`src/rtl/sign_mag_disp_pkg.sv`:
```
// Shared types and constants for the sign-magnitude display stage.
// The FSM encoding, special segment patterns and BCD sizing live here.
package sign_mag_disp_pkg;

    typedef enum logic [1:0] {
        IDLE,
        CONV,
        DONE
    } convStateT;

    localparam logic [7:0] SEG_BLANK = 8'hFF;
    localparam logic [7:0] SEG_MINUS = 8'hBF;

    // Magnitude is at most 127, so three BCD digits are always enough.
    localparam int BCD_DIGITS = 3;
    localparam int ITER_W     = 3;

    // One double-dabble iteration per magnitude bit.
    function automatic int bcdIterations(input int n);
        return n - 1;
    endfunction

endpackage

```
`src/rtl/sign_mag_disp_bcd_to_sseg.sv`:
```
// Combinational BCD digit to active-low seven-segment decoder.
// Bit 7 is the decimal point and stays dark; non-decimal codes blank the digit.
module bcd_to_sseg
    import sign_mag_disp_pkg::*;
(
    input  logic [3:0] i_bcd,
    output logic [7:0] o_sseg
);

    always_comb begin
        o_sseg = SEG_BLANK;
        case (i_bcd)
            4'd0:    o_sseg = 8'hC0;
            4'd1:    o_sseg = 8'hF9;
            4'd2:    o_sseg = 8'hA4;
            4'd3:    o_sseg = 8'hB0;
            4'd4:    o_sseg = 8'h99;
            4'd5:    o_sseg = 8'h92;
            4'd6:    o_sseg = 8'h82;
            4'd7:    o_sseg = 8'hF8;
            4'd8:    o_sseg = 8'h80;
            4'd9:    o_sseg = 8'h90;
            default: o_sseg = SEG_BLANK;
        endcase
    end

endmodule

```
`src/rtl/sign_mag_disp.sv`:
```
// Captures a sign-magnitude word, converts it to BCD with a sequential
// double-dabble FSM and scans it onto a 4-digit multiplexed display.
module sign_mag_disp
    import sign_mag_disp_pkg::*;
#(
    parameter int N            = 8,
    parameter int REFRESH_BITS = 18
) (
    input  logic         clk,
    input  logic         reset,
    input  logic [N-1:0] sm_in,
    input  logic         load,
    output logic         busy,
    output logic         done_tick,
    output logic [3:0]   an,
    output logic [7:0]   sseg
);

    localparam int BCD_W = 4 * BCD_DIGITS;

    convStateT               r_state;
    logic                    r_busy;
    logic                    r_doneTick;
    logic                    r_sign;
    logic [N-2:0]            r_mag;
    logic [BCD_W-1:0]        r_bcd;
    logic [ITER_W-1:0]       r_iterCnt;
    logic [3:0]              r_dispHund;
    logic [3:0]              r_dispTens;
    logic [3:0]              r_dispOnes;
    logic                    r_dispSign;
    logic [REFRESH_BITS-1:0] r_refreshCnt;

    logic [BCD_W-1:0]        w_bcdAdj;
    logic [1:0]              w_digitSel;
    logic [3:0]              w_digitBcd;
    logic [3:0]              w_an;
    logic                    w_blank;
    logic                    w_signDigit;
    logic                    w_negative;
    logic [7:0]              w_segCode;
    logic [7:0]              w_sseg;

    // Add-3 correction applied to every nibble before each shift.
    always_comb begin
        w_bcdAdj = r_bcd;
        for (int i = 0; i < BCD_DIGITS; i++) begin
            if (r_bcd[4*i +: 4] >= 4'd5) begin
                w_bcdAdj[4*i +: 4] = r_bcd[4*i +: 4] + 4'd3;
            end
        end
    end

    always_ff @(posedge clk or posedge reset) begin
        if (reset) begin
            r_state    <= IDLE;
            r_busy     <= 1'b0;
            r_doneTick <= 1'b0;
            r_sign     <= 1'b0;
            r_mag      <= '0;
            r_bcd      <= '0;
            r_iterCnt  <= '0;
            r_dispHund <= 4'd0;
            r_dispTens <= 4'd0;
            r_dispOnes <= 4'd0;
            r_dispSign <= 1'b0;
        end else begin
            case (r_state)
                IDLE: begin
                    r_doneTick <= 1'b0;
                    if (load) begin
                        r_sign    <= sm_in[N-1];
                        r_mag     <= sm_in[N-2:0];
                        r_bcd     <= '0;
                        r_iterCnt <= ITER_W'(bcdIterations(N));
                        r_busy    <= 1'b1;
                        r_state   <= CONV;
                    end
                end
                CONV: begin
                    {r_bcd, r_mag} <= {w_bcdAdj[BCD_W-2:0], r_mag, 1'b0};
                    r_iterCnt      <= r_iterCnt - 1'b1;
                    if (r_iterCnt == ITER_W'(1)) begin
                        r_doneTick <= 1'b1;
                        r_state    <= DONE;
                    end
                end
                DONE: begin
                    r_doneTick <= 1'b0;
                    r_busy     <= 1'b0;
                    r_dispHund <= r_bcd[11:8];
                    r_dispTens <= r_bcd[7:4];
                    r_dispOnes <= r_bcd[3:0];
                    r_dispSign <= r_sign;
                    r_state    <= IDLE;
                end
                default: begin
                    r_busy     <= 1'b0;
                    r_doneTick <= 1'b0;
                    r_state    <= IDLE;
                end
            endcase
        end
    end

    always_ff @(posedge clk or posedge reset) begin
        if (reset) begin
            r_refreshCnt <= '0;
        end else begin
            r_refreshCnt <= r_refreshCnt + 1'b1;
        end
    end

    assign w_digitSel = r_refreshCnt[REFRESH_BITS-1 -: 2];
    assign w_negative = r_dispSign && ({r_dispHund, r_dispTens, r_dispOnes} != 12'd0);

    // Leading-zero suppression: tens blank only when hundreds is also zero.
    always_comb begin
        w_an        = 4'b1110;
        w_digitBcd  = r_dispOnes;
        w_blank     = 1'b0;
        w_signDigit = 1'b0;
        case (w_digitSel)
            2'd0: begin
                w_an       = 4'b1110;
                w_digitBcd = r_dispOnes;
            end
            2'd1: begin
                w_an       = 4'b1101;
                w_digitBcd = r_dispTens;
                w_blank    = (r_dispHund == 4'd0) && (r_dispTens == 4'd0);
            end
            2'd2: begin
                w_an       = 4'b1011;
                w_digitBcd = r_dispHund;
                w_blank    = (r_dispHund == 4'd0);
            end
            2'd3: begin
                w_an        = 4'b0111;
                w_signDigit = 1'b1;
            end
            default: begin
                w_an = 4'b1111;
            end
        endcase
    end

    bcd_to_sseg uDecoder (
        .i_bcd  (w_digitBcd),
        .o_sseg (w_segCode)
    );

    always_comb begin
        w_sseg = w_segCode;
        if (w_signDigit) begin
            w_sseg = w_negative ? SEG_MINUS : SEG_BLANK;
        end else if (w_blank) begin
            w_sseg = SEG_BLANK;
        end
    end

    assign busy      = r_busy;
    assign done_tick = r_doneTick;
    assign an        = w_an;
    assign sseg      = w_sseg;

endmodule

```
`config.mk`:
```
export PLATFORM = sky130hd
export DESIGN_NAME = sign_mag_disp
export DESIGN_NICKNAME = d
export VERILOG_FILES = /design/src/rtl/sign_mag_disp_pkg.sv /design/src/rtl/sign_mag_disp_bcd_to_sseg.sv /design/src/rtl/sign_mag_disp.sv
export SDC_FILE = /design/constraint.sdc
export NUM_CORES = 1
export LEC_CHECK = 0
export BUFFER_PORTS_ARGS = -buffer_cell sky130_fd_sc_hd__buf_2
export CAP_MARGIN = 40
export CORE_MARGIN = 2
export CORE_UTILIZATION = 30
export DETAILED_ROUTE_END_ITERATION = 8
export PLACE_DENSITY = 0.52
export SETUP_SLACK_MARGIN = 0.1
export SYNTH_ARGS = -nofsm -noshare
export SYNTH_HDL_FRONTEND = slang
export SYNTH_HIERARCHICAL = 1
export SYNTH_SLANG_ARGS = --single-unit
```
`constraint.sdc`:
```
create_clock -name clk -period 3.3 [get_ports clk]
set_input_delay 0.495 -clock clk [delete_from_list [all_inputs] [get_ports clk]]
set_output_delay 0.495 -clock clk [all_outputs]
set_load 0.01 [all_outputs]
```
# Yosys cells after proc, flatten, opt, wreduce, memory -nomap -nowiden

Memories as Yosys holds them, arrays and structs flattened.
Cells that the tools add are included.

Register bits: 58
Bits in latches: 0
Bits in writable memories: 0
ROM bits: 112
Input bits: 11
Output and inout bits: 14
Word-level logic and storage cells: 65
Memories kept: 1

Add/subtract/negate cells: 5
Multipliers: 0
Divide/modulo/power cells: 0
Order comparisons: 3
Equality and inequality tests: 8
Shift-type cells: 0
Mux-type cells: 23
Bitwise gates (word level): 1
Reductions and logical operators: 12

Memory list:

| name            | words | bits a word | rd ports | clocked after Yosys merged registers in | write ports | RTL line                        | source |
|---|---|---|---|---|---|---|---|
| (no name shown) | 16    | 7           | 1        | 0                                       | 0           | sign_mag_disp_bcd_to_sseg.sv:12 | `case (i_bcd)` |

Operators by type and width:

| cell                    | number |
|---|---|
| $pmux W12 S2            | 1 |
| $add A18 B1 Y18 const B | 1 |
| $mux W8                 | 2 |
| $pmux W4 S4             | 1 |
| $mux W7                 | 2 |
| $pmux W7 S2             | 1 |
| $ge A4 B3 Y1 const B    | 3 |
| $mux W12                | 1 |
| $reduce_bool A12 Y1     | 1 |
| $add A4 B2 Y4 const B   | 2 |
| $logic_not A4 Y1        | 2 |
| $mux W4                 | 2 |
| $pmux W4 S2             | 1 |
| $reduce_and A2 Y1       | 4 |
| $eq A2 B2 Y1 const B    | 3 |
| $mux W3                 | 2 |
| $pmux W3 S2             | 1 |
| $eq A2 B1 Y1 const B    | 2 |
| $logic_not A2 Y1        | 2 |
| $mux W1                 | 4 |
| $mux W2                 | 2 |
| $ne A2 B2 Y1 const B    | 2 |
| $pmux W1 S2             | 2 |
| $pmux W2 S2             | 1 |
| 6 further kinds         | 7 |

# Depth between registers and ports, before layout

Gate-level depths: netlist of the first run.

Depth after elaboration: 5
Depth in mapped cells: 11

# By module

The synthesis of the first run kept the hierarchy.

Modules (own cells, without submodules):

| module        | times used | cells an instance | area each (um^2) | sequential area each (um^2) |
|---|---|---|---|---|
| sign_mag_disp | 1          | 277               | 2852.7           | 1451.4 |
| bcd_to_sseg   | 1          | 35                | 221.5            | 0.0 |

# Worst setup path after synthesis of the first run

No wires, ideal clock.

Path type: register to output
From: register r_refreshCnt[16]
To: output sseg[3]
Data arrival time: 2330 ps
Data required time: 2805 ps
Path slack: 475 ps
Stages on the path, launching flop included: 12
Buffers on the path: 1
Path through: dfrtp_1 inv_1 ha_1 clkbuf_1 nor2_1 a21oi_1 inv_1 ha_1 or2_1 a21oi_2 a31oi_1 or2_1

Cells in the longest elaborated chain, start to end: 5
Elaborated cells between the ends (all ways): 9

RTL lines:

| what                                         | RTL line             | source |
|---|---|---|
| start: declaration                           | sign_mag_disp.sv:32  | `logic [REFRESH_BITS-1:0] r_refreshCnt;` |
| start signal: assignment                     | sign_mag_disp.sv:110 | `r_refreshCnt <= r_refreshCnt + 1'b1;` |
| $eq A2 B2 Y1 or $eq A2 B1 Y1 (tied branches) | sign_mag_disp.sv:123 | `case (w_digitSel)` |
| $pmux W4 S2 (*)                              | sign_mag_disp.sv:123 |  |
| via w_digitBcd[1]                            | sign_mag_disp.sv:36  | `logic [3:0] w_digitBcd;` |
| $mem_v2 Z16 W7 (*)                           | --                   |  |
| via w_segCode[3]                             | sign_mag_disp.sv:41  | `logic [7:0] w_segCode;` |
| $mux W8 (*)                                  | sign_mag_disp.sv:157 | `end else if (w_blank) begin` |
| $mux W8 (*)                                  | sign_mag_disp.sv:155 | `if (w_signDigit) begin` |
| end: declaration                             | sign_mag_disp.sv:16  | `output logic [7:0] sseg` |

The timed path passes the listed nets; every way through them passes the cells marked *.

# Worst setup path in the final report of the first run

From: register r_refreshCnt[16]
To: output sseg[5]

The elaborated chain is that of the path after synthesis.

==> impl_metrics.env, run 1 <==
export IMPL_status="complete, no violations"
export IMPL_portBuffers=23
export IMPL_power_share_clock_pct=21.0
export IMPL_clock_sinks=58
export IMPL_p_total_w=0.00277
export IMPL_syn2layout_area_growth_pct=15.6
export IMPL_final_cell_mix="dfrtp_1 (56), nand2_1 (33), buf_2 (23)"
export IMPL_setup_viol=0
export IMPL_cpMostUsedCell="nor2_1"
export IMPL_max_slew_margin_pct=48.5
export IMPL_dr_first_iter_drc_count=78
export IMPL_synth_area_sq_um=3070
export IMPL_crit_path_max_incr_delay_ns=0.60
export IMPL_synthTopCellsByArea="dfrtp_1 (47%), ha_1 (7.7%), nand2_1 (4.0%), mux2_2 (3.7%), o21ai_0 (3.4%)"
export IMPL_finalCriticalPeriod_ns=3.04
export IMPL_p_int_w=0.00171
export IMPL_slew_viol_final=0
export IMPL_routedWlPerCell_um=12.2
export IMPL_cts_root_buf="clkbuf_8"
export IMPL_vias=2189
export IMPL_core_sq_um=9860
export IMPL_hpwl_um=4020
export IMPL_hold_path_class="input port to async pin"
export IMPL_final_common_cell="dfrtp_1"
export IMPL_synth_cells=312
export IMPL_cts_hold_buf=0
export IMPL_grt_pass1_vias=2157
export IMPL_synth_area_per_cell_sq_um=9.85
export IMPL_finalHoldViolCount=0
export IMPL_regToRegSetupSlack_ns=1.42
export IMPL_rsz0062_at_grt="false"
export IMPL_ys_async_sr_fraction_pct=100
export IMPL_path_class="flop to output pin"
export IMPL_fin_skew_ns=0.00969
export IMPL_yosysSeqAreaShare_pct=47.2
export IMPL_cap_violations=0
export IMPL_hold_worst_slack_ns=0.248
export IMPL_die_w_um=105
export IMPL_ys_ff_latch=58
export IMPL_synth_edf_count=0
export IMPL_path_cells="inv_1, ha_4, a22oi_1, a21oi_1, nand2b_1, nor2_1, nor2_1, or2_1, buf_2"
export IMPL_worst_pin_slew_ns=0.770
export IMPL_drc=0
export IMPL_fin_area_sq_um=3550
export IMPL_crit_path_end_kind="output pin"
export IMPL_vdd_drop_max_mv=0.389
export IMPL_cp_start_kind="flop"
export IMPL_synth_cell_type_count=43
export IMPL_cp_slowest_cell="a21oi_1"
export IMPL_place_congestion=0.798
export IMPL_r2r_end="r_bcd[3]$_DFFE_PP0P_"
export IMPL_wl_um=5830
export IMPL_antenna_found_initial=0
export IMPL_fin_nets=369
export IMPL_grt_pass1_wl_um=10100
export IMPL_placed_area_sq_um=3300
export IMPL_route_antenna_remaining_nets=0
export IMPL_synth_nets=342
export IMPL_insertion_delay_ns=0.34
export IMPL_cts_tree="done"
export IMPL_critical_path_arrival_ns=2.54
export IMPL_fin_tns_setup_ns=0
export IMPL_worstSetupEndpoint="sseg[5]"
export IMPL_rr_worst_depth=4
export IMPL_cts_htree_levels=3
export IMPL_fmax_mhz=329
export IMPL_die_h_um=105
export IMPL_dr_pass1_iters=4
export IMPL_p_switching_w=0.00106
export IMPL_io_pins=25
export IMPL_ys_warn_count=6
export IMPL_synth_flop_cell="dfrtp_1"
export IMPL_cts_buffer_depth=2
export IMPL_leakage_nw=1.61
export IMPL_dieArea_sq_um=11100
export IMPL_drive_above_1_share_pct=20.7
export IMPL_track_usage_pct=11.4
export IMPL_synth_top_area_share_pct=47.2
export IMPL_num_fill_cells=985
export IMPL_netSwitchingFraction_pct=38.2
export IMPL_numCtsBuffers=9
export IMPL_viasPerCell=4.60
export IMPL_r2r_start="r_state[1]$_DFFE_PP0P_"
export IMPL_timing_critical_path_from="r_refreshCnt[16]$_DFF_PP0_"
export IMPL_required_ns=2.80
export IMPL_rows=36
export IMPL_post_route_period_util_pct=92.0
export IMPL_power_density_nw_per_um2=778
export IMPL_synth_top_cell_by_area="dfrtp_1"
export IMPL_gr_total_overflow=0
export IMPL_diodes=0
export IMPL_seq_power_share_pct=39.8
export IMPL_grt_max_degree=31
export IMPL_cp_max_fo=10
export IMPL_floorplan_initialDensity_pct=31.2
export IMPL_combPwrFrac_pct=39.2
export IMPL_clkSlewWorstSetupHoldPaths_ns=0.07
==> sequential cells by signal, summed over array words and instances, names as in the netlist <==
register,flops
r_dispOnes,4
r_dispHund,4
done_tick,1
r_state,2
r_refreshCnt,18
busy,1
r_bcd,12
r_dispTens,4
r_dispSign,1
r_sign,1
r_mag,7
r_iterCnt,3
==> cell families (layout without fill, tap and decap cells) <==
family,count (synthesis),in the layout,synth area share [%]
simple gates,110,110,19.0
compound gates,60,60,11.6
flops,58,58,47.2
buf+inv,33,64,4.64
xor+xnor,21,21,5.98
fa+ha+maj,19,19,7.73
mux,10,10,3.66
other cells,1,1,0.122
==> worst max-delay path, delay by kind of cell, from the launching register on <==
family	cells	cell delay [ns]
compound gates	2	0.69
fa+ha+maj	1	0.19
buf+inv	2	0.29
flops	1	0.41
simple gates	4	0.61
==> worst min-delay path by stage <==
stage / slack [ns] / end / from / cells past startpoint
floorplan: 0.42 / r_refreshCnt[0]$_DFF_PP0_ / r_refreshCnt[0]$_DFF_PP0_ / 1
global placement: 0.44 / r_refreshCnt[0]$_DFF_PP0_ / r_refreshCnt[0]$_DFF_PP0_ / 1
detailed placement: 0.45 / r_refreshCnt[0]$_DFF_PP0_ / r_refreshCnt[0]$_DFF_PP0_ / 1
CTS: 0.26 / r_iterCnt[0]$_DFFE_PP0P_ / reset / 2
global route: 0.29 / r_refreshCnt[1]$_DFF_PP0_ / reset / 2
finish: 0.25 / r_sign$_DFFE_PP0P_ / reset / 2
==> power by group through the flow <==
| stage | combinational, W | sequential, W | clock, W |
|---|---|---|---|
| global route | 0.00126 | 0.00113 | 0.000629 |
| detailed placement | 0.00108 | 0.00112 | 0 |
| global placement | 0.00107 | 0.00111 | 0 |
| finish | 0.00108 | 0.00110 | 0.000580 |
| CTS | 0.00109 | 0.00110 | 0.000592 |
| floorplan | 0.000859 | 0.00106 | 0 |
==> layout make-up <==
cell class	instances	area, sq um	share of cell area (%)
multi-input cells	221	1530	43.0
clock inverters	3	15.0	0.422
clock buffers	12	155	4.36
well taps	133	166	4.68
inverters	20	75.1	2.11
repair buffers	29	160	4.51
flip-flops and latches	58	1450	40.9
==> cells in the mapped netlist, types with 2 or more instances <==
cell type   n
clkbuf_1    4
and3_1      3
nor4_1      3
o21ai_1     4
buf_2       6
nor2_1     22
a22oi_1     4
xnor2_1    12
a31oi_1     7
o21ai_0    21
mux2_2     10
nand2_1    33
dfrtp_1    58
nand3_1    16
ha_1       19
inv_1      20
a21oi_1    12
nand2b_1    9
xor2_1      9
o31ai_1     6
nand4_1     2
or2_1       8
a32o_1      3
nor2b_1     2
==> repair_timing <==
item                                    4_1_cts  5_1_grt
gates resized for setup                       3        8
buffers inserted                              0        4
endpoints found under the setup margin        3        7
==> metrics by stage <==
step / utilization, % / setup WS, ns / cells
finish: 36.0 / 0.263 / 476
detailed placement: 33.5 / 0.249 / 457
global placement: 33.5 / 0.329 / 457
global route: 36.0 / 0.0789 / 476
CTS: 35.3 / 0.101 / 472
floorplan: - / 0.475 / 312
==> metal layers <==
metal	global-route usage, %	vias up	share of wire [%]
met5	0	-	0
met4	6.00	0	2.0
met3	2.29	10	2.8
met2	17.6	36	45
met1	14.9	1026	51
li1	-	1117	-
Note: power is estimated with default switching activity, not from simulation.
==> inputs of run 2 (changes only) <==
- PLACE_DENSITY: 0.52 -> unset
- PLACE_DENSITY_LB_ADDON: unset -> 0.25
==> run 2 against run 1 <==
Critical path depth grew 1. Routed wire length rose by 1.2%. Worst setup slack better by 0.021 ns. Combinational power hardly changed. Critical path type unchanged.
==> impl_metrics.env, run 2 (synthesis results as in run 1) <==
export IMPL_rsz0062_at_grt="true"
export IMPL_placed_cells=457
export IMPL_cts_buffer_depth=2
export IMPL_finalHoldViolCount=0
export IMPL_floorplan_initialDensity_pct=31.2
export IMPL_setup_viol=0
export IMPL_cp_slowest_cell="dfrtp_2"
export IMPL_dieArea_sq_um=11100
export IMPL_die_w_um=105
export IMPL_cts_root_buf="clkbuf_8"
export IMPL_hold_path_class="input port to async pin"
export IMPL_use_met2_pct=17.1
export IMPL_final_common_cell="dfrtp_1"
export IMPL_vias=2190
export IMPL_fin_nets=368
export IMPL_critical_path_arrival_ns=2.52
export IMPL_grt_met3_usage_pct=3.77
export IMPL_cp_start_kind="flop"
export IMPL_routedWlPerCell_um=12.4
export IMPL_gr_total_overflow=0
export IMPL_finalCriticalPeriod_ns=3.02
export IMPL_cp_max_fo=9
export IMPL_fin_skew_ns=0.00951
export IMPL_syn2layout_area_growth_pct=15.9
export IMPL_viasPerCell=4.60
export IMPL_largest_registers="r_refreshCnt x18, r_bcd x12, r_mag x7"
export IMPL_leakage_nw=1.61
export IMPL_diodes=0
export IMPL_slew_viol_final=0
export IMPL_busiest_layer="met2"
export IMPL_route_antenna_remaining_nets=0
export IMPL_crit_path_max_incr_delay_ns=0.42
export IMPL_portBuffers=23
export IMPL_wl_um=5900
export IMPL_clkSlewWorstSetupHoldPaths_ns=0.07
export IMPL_fin_tns_setup_ns=0
export IMPL_drive_above_1_share_pct=20.7
export IMPL_layout_cells_non_filler=476
export IMPL_hpwl_um=3960
export IMPL_place_congestion=0.815
export IMPL_die_h_um=105
export IMPL_cts_hold_buf=0
export IMPL_insertion_delay_ns=0.34
export IMPL_io_pins=25
export IMPL_required_ns=2.80
export IMPL_numCtsBuffers=9
export IMPL_fmax_mhz=331
export IMPL_core_sq_um=9860
export IMPL_drc=0
export IMPL_antenna_found_initial=0
export IMPL_track_usage_pct=11.5
export IMPL_grt_max_degree=59
export IMPL_grt_use_met1_pct=15.2
export IMPL_worst_pin_slew_ns=0.765
export IMPL_path_cells="inv_1, ha_4, nor2_1, a21oi_2, inv_1, ha_1, o21ai_0, o21ai_0, or2_1, buf_2"
export IMPL_dr_first_iter_drc_count=101
export IMPL_dr_pass1_iters=6
export IMPL_top_register="r_refreshCnt"
export IMPL_final_cell_mix="dfrtp_1 (56), nand2_1 (33), buf_2 (23)"
export IMPL_crit_path_end_kind="output pin"
export IMPL_clock_sinks=58
export IMPL_cts_htree_levels=3
export IMPL_largest_register_ffs=18
export IMPL_vdd_drop_max_mv=0.401
export IMPL_power_density_nw_per_um2=786
export IMPL_grt_pass1_vias=2128
export IMPL_cap_violations=0
export IMPL_path_class="flop to output pin"
export IMPL_max_slew_margin_pct=49.0
export IMPL_grt_pass1_wl_um=10200
export IMPL_status="complete, no violations"
export IMPL_cts_tree="done"
export IMPL_rows=36
export IMPL_post_route_period_util_pct=91.4
==> run 2: cell type report <==
cell class / count / area [sq um]
Multi-Input combinational cell: 221 / 1530
Fill cell: 990 / 6300
Clock inverter: 2 / 10.0
Clock buffer: 14 / 173
Tap cell: 133 / 166
Inverter: 20 / 75.1
Timing Repair Buffer: 28 / 153
Sequential cell: 58 / 1450
==> run 2: what timing repair did <==
action                                  4_1_cts  5_1_grt
gates cloned                                  0        0
endpoints found under the setup margin        5        7
gates resized for setup                       3        9
hold endpoints to repair                      0        0
setup buffers                                 1        2
==> run 2: worst paths after layout <==
check	startpoint	end	slack, ns	depth (start not counted)
worst max-delay path	r_refreshCnt[17]$_DFF_PP0_	sseg[1]	0.28	10
worst min-delay path	reset	r_refreshCnt[9]$_DFF_PP0_	0.35	3
worst max register to register	r_state[1]$_DFFE_PP0P_	r_bcd[3]$_DFFE_PP0P_	1.44	4
worst min register to register	r_refreshCnt[0]$_DFF_PP0_	r_refreshCnt[0]$_DFF_PP0_	0.45	1
max in group asynchronous	reset	r_refreshCnt[17]$_DFF_PP0_	2.43	3
min in group clk	sm_in[0]	r_mag[0]$_DFFE_PP0P_	0.35	3
==> run 2: metrics by stage <==
stage	setup WS (ns)	util, %	hold slack, ns	instance area, sq um	power, W
2_1_floorplan	0.475	-	0.422	3070	0.00192
3_3_place_gp	0.332	33.5	0.437	3300	0.00218
3_5_place_dp	0.242	33.5	0.447	3300	0.00221
4_1_cts	0.0912	35.5	0.342	3500	0.00283
5_1_grt	0.0338	36.1	0.365	3560	0.00307
6_report	0.283	36.1	0.349	3560	0.00280
==> run 2: power breakdown <==
group / leakage (nW) / switching (W) / internal, W
registers: 0.729 / 0.000174 / 0.000930
logic: 0.780 / 0.000621 / 0.000479
clock network: 0.0965 / 0.000265 / 0.000332
total: 1.61 / 0.00106 / 0.00174
==> run 2: worst max-delay path, delay by kind of cell (launching register included) <==
| kind | cells | cell delay [ns] |
|---|---|---|
| AOI/OAI and AO/OA | 3 | 0.42 |
| buffers and inverters | 3 | 0.39 |
| and+or+nand+nor | 2 | 0.29 |
| adders and majority gates | 2 | 0.67 |
| DFF | 1 | 0.42 |
==> run 2: layer usage <==
metal / vias to the layer above / part of all wire, %
li1: 1104 / -
met1: 1038 / 50
met2: 36 / 43
met3: 12 / 4.0
met4: 0 / 2.1
met5: - / 0
==> inputs of run 3 (changes only) <==
- CORE_UTILIZATION: 30 -> 56
==> run 3 against run 2 <==
First-iteration DRC count decreased by 29%. Combinational power about the same. Flip-flop and latch count unchanged. Core utilization up 31 points. Cell count fell by 13%. Routed wire length is 5.4% lower. Fmax shrank 0.25%. Clock-buffer cell count down 1. Critical path depth grew 1. Highest routed layer unchanged. Critical endpoint is now sseg[3]. Worst hold slack lost 0.10 ns.
==> impl_metrics.env, run 3 (synthesis results as in run 1) <==
export IMPL_track_usage_pct=20.7
export IMPL_portBuffers=23
export IMPL_cp_max_fo=9
export IMPL_gr_total_overflow=0
export IMPL_grt_pass1_wl_um=9860
export IMPL_leakage_nw=1.62
export IMPL_largest_registers="r_refreshCnt x18, r_bcd x12, r_mag x7"
export IMPL_post_route_period_util_pct=91.7
export IMPL_cts_tree="done"
export IMPL_dr_pass1_iters=7
export IMPL_io_pins=25
export IMPL_dieArea_sq_um=6100
export IMPL_cts_root_buf="clkbuf_8"
export IMPL_die_h_um=78.1
export IMPL_insertion_delay_ns=0.34
export IMPL_placed_cells=395
export IMPL_numCtsBuffers=9
export IMPL_clock_sinks=58
export IMPL_drive_above_1_share_pct=21.0
export IMPL_status="complete, no violations"
export IMPL_antenna_found_initial=0
export IMPL_die_w_um=78.1
export IMPL_route_antenna_remaining_nets=0
export IMPL_cts_buffer_depth=2
export IMPL_hold_path_class="input port to async pin"
export IMPL_cap_violations=0
export IMPL_cp_start_kind="flop"
export IMPL_fin_nets=369
export IMPL_cts_hold_buf=0
export IMPL_grt_max_degree=33
export IMPL_fin_tns_setup_ns=0
export IMPL_crit_path_end_kind="output pin"
export IMPL_path_class="flop to output pin"
export IMPL_slew_viol_final=0
export IMPL_diodes=0
export IMPL_final_common_cell="dfrtp_1"
export IMPL_critical_path_arrival_ns=2.53
export IMPL_clkSlewWorstSetupHoldPaths_ns=0.07
export IMPL_finalHoldViolCount=0
export IMPL_power_density_nw_per_um2=815
export IMPL_largest_register_ffs=18
export IMPL_num_fill_cells=438
export IMPL_syn2layout_area_growth_pct=14.3
export IMPL_viasPerCell=5.40
export IMPL_core_sq_um=5200
export IMPL_fmax_mhz=331
export IMPL_final_cell_mix="dfrtp_1 (56), nand2_1 (33), buf_2 (23)"
export IMPL_p_total_w=0.00286
export IMPL_routedWlPerCell_um=13.5
export IMPL_vdd_drop_max_mv=0.559
export IMPL_rsz0062_at_grt="true"
export IMPL_top_register="r_refreshCnt"
export IMPL_vias=2229
export IMPL_worst_pin_slew_ns=0.705
export IMPL_fin_skew_ns=0.00928
export IMPL_rows=26
export IMPL_dr_first_iter_drc_count=72
export IMPL_grt_pass1_vias=2239
export IMPL_wl_um=5580
export IMPL_place_congestion=0.869
export IMPL_layout_cells_non_filler=413
export IMPL_hpwl_um=3800
export IMPL_drc=0
export IMPL_setup_viol=0
export IMPL_max_slew_margin_pct=52.9
export IMPL_cts_htree_levels=3
export IMPL_required_ns=2.80
export IMPL_floorplan_initialDensity_pct=59.1
export IMPL_finalCriticalPeriod_ns=3.02
-- run 3: changes by cell type in the layout (fill, tap and decap cells not counted), sizes merged --
cell	delta
buf	+1
bufinv	+1
clkbuf	-1
clkinv	-1
-- run 3: worst paths after layout --
path | from | endpoint | slack, ns | cells after the start
setup / recovery | r_refreshCnt[17]$_DFF_PP0_ | sseg[3] | 0.28 | 11
min in group clk | sm_in[0] | r_mag[0]$_DFFE_PP0P_ | 0.35 | 3
hold reg to reg | r_refreshCnt[0]$_DFF_PP0_ | r_refreshCnt[0]$_DFF_PP0_ | 0.45 | 1
hold / removal | reset | r_iterCnt[0]$_DFFE_PP0P_ | 0.25 | 2
setup reg to reg | r_state[1]$_DFFE_PP0P_ | r_bcd[3]$_DFFE_PP0P_ | 1.45 | 4
max in group asynchronous | reset | r_dispSign$_DFFE_PP0N_ | 2.38 | 3
-- run 3: power by group --
group	leakage [nW]	switching [W]	internal, W
Clock	0.106	0.000265	0.000405
Combinational	0.785	0.000607	0.000478
Sequential	0.729	0.000179	0.000930
Total	1.62	0.00105	0.00181
-- run 3: through the flow --
step                      worst slack, ns  hold WS [ns]  util, %  cell area (sq um)
after floorplan                     0.475         0.422        -               3070
after global placement              0.346         0.438     62.1               3230
after detailed placement            0.237         0.447     62.1               3230
after CTS                           0.118         0.268     66.3               3450
after global routing                0.111         0.322     67.5               3510
final                               0.275         0.246     67.5               3510
-- run 3: timing repair --
item	in CTS	in global routing
endpoints found under the setup margin	3	7
buffers inserted	1	2
resized for setup	3	9
endpoints found under the hold margin	0	0
-- run 3: layer usage --
layer / global-route usage (%) / share of wire, %
met1: 27.1 / 47
met2: 32.5 / 47
met3: 5.29 / 3.9
met4: 9.65 / 2.2
met5: 0 / 0
-- run 3: worst max-delay path, cell delays in order, from the launching register on --
cell,delay [ns]
dfrtp_2,0.42
inv_1,0.12
ha_4,0.35
nor2_1,0.07
a21oi_2,0.14
inv_1,0.10
ha_1,0.18
or2_1,0.23
a21oi_2,0.15
a31oi_1,0.05
or2_1,0.23
buf_2,0.13
-- run 3: layout make-up --
cell class,instances,area [sq um],area share (%)
tap,70,87.6,2.49
multi-input combinational,221,1530,43.6
inverter,20,75.1,2.14
clock inverter,2,35.0,0.997
sequential,58,1450,41.4
clock buffer,13,169,4.81
timing repair buffer,29,160,4.56
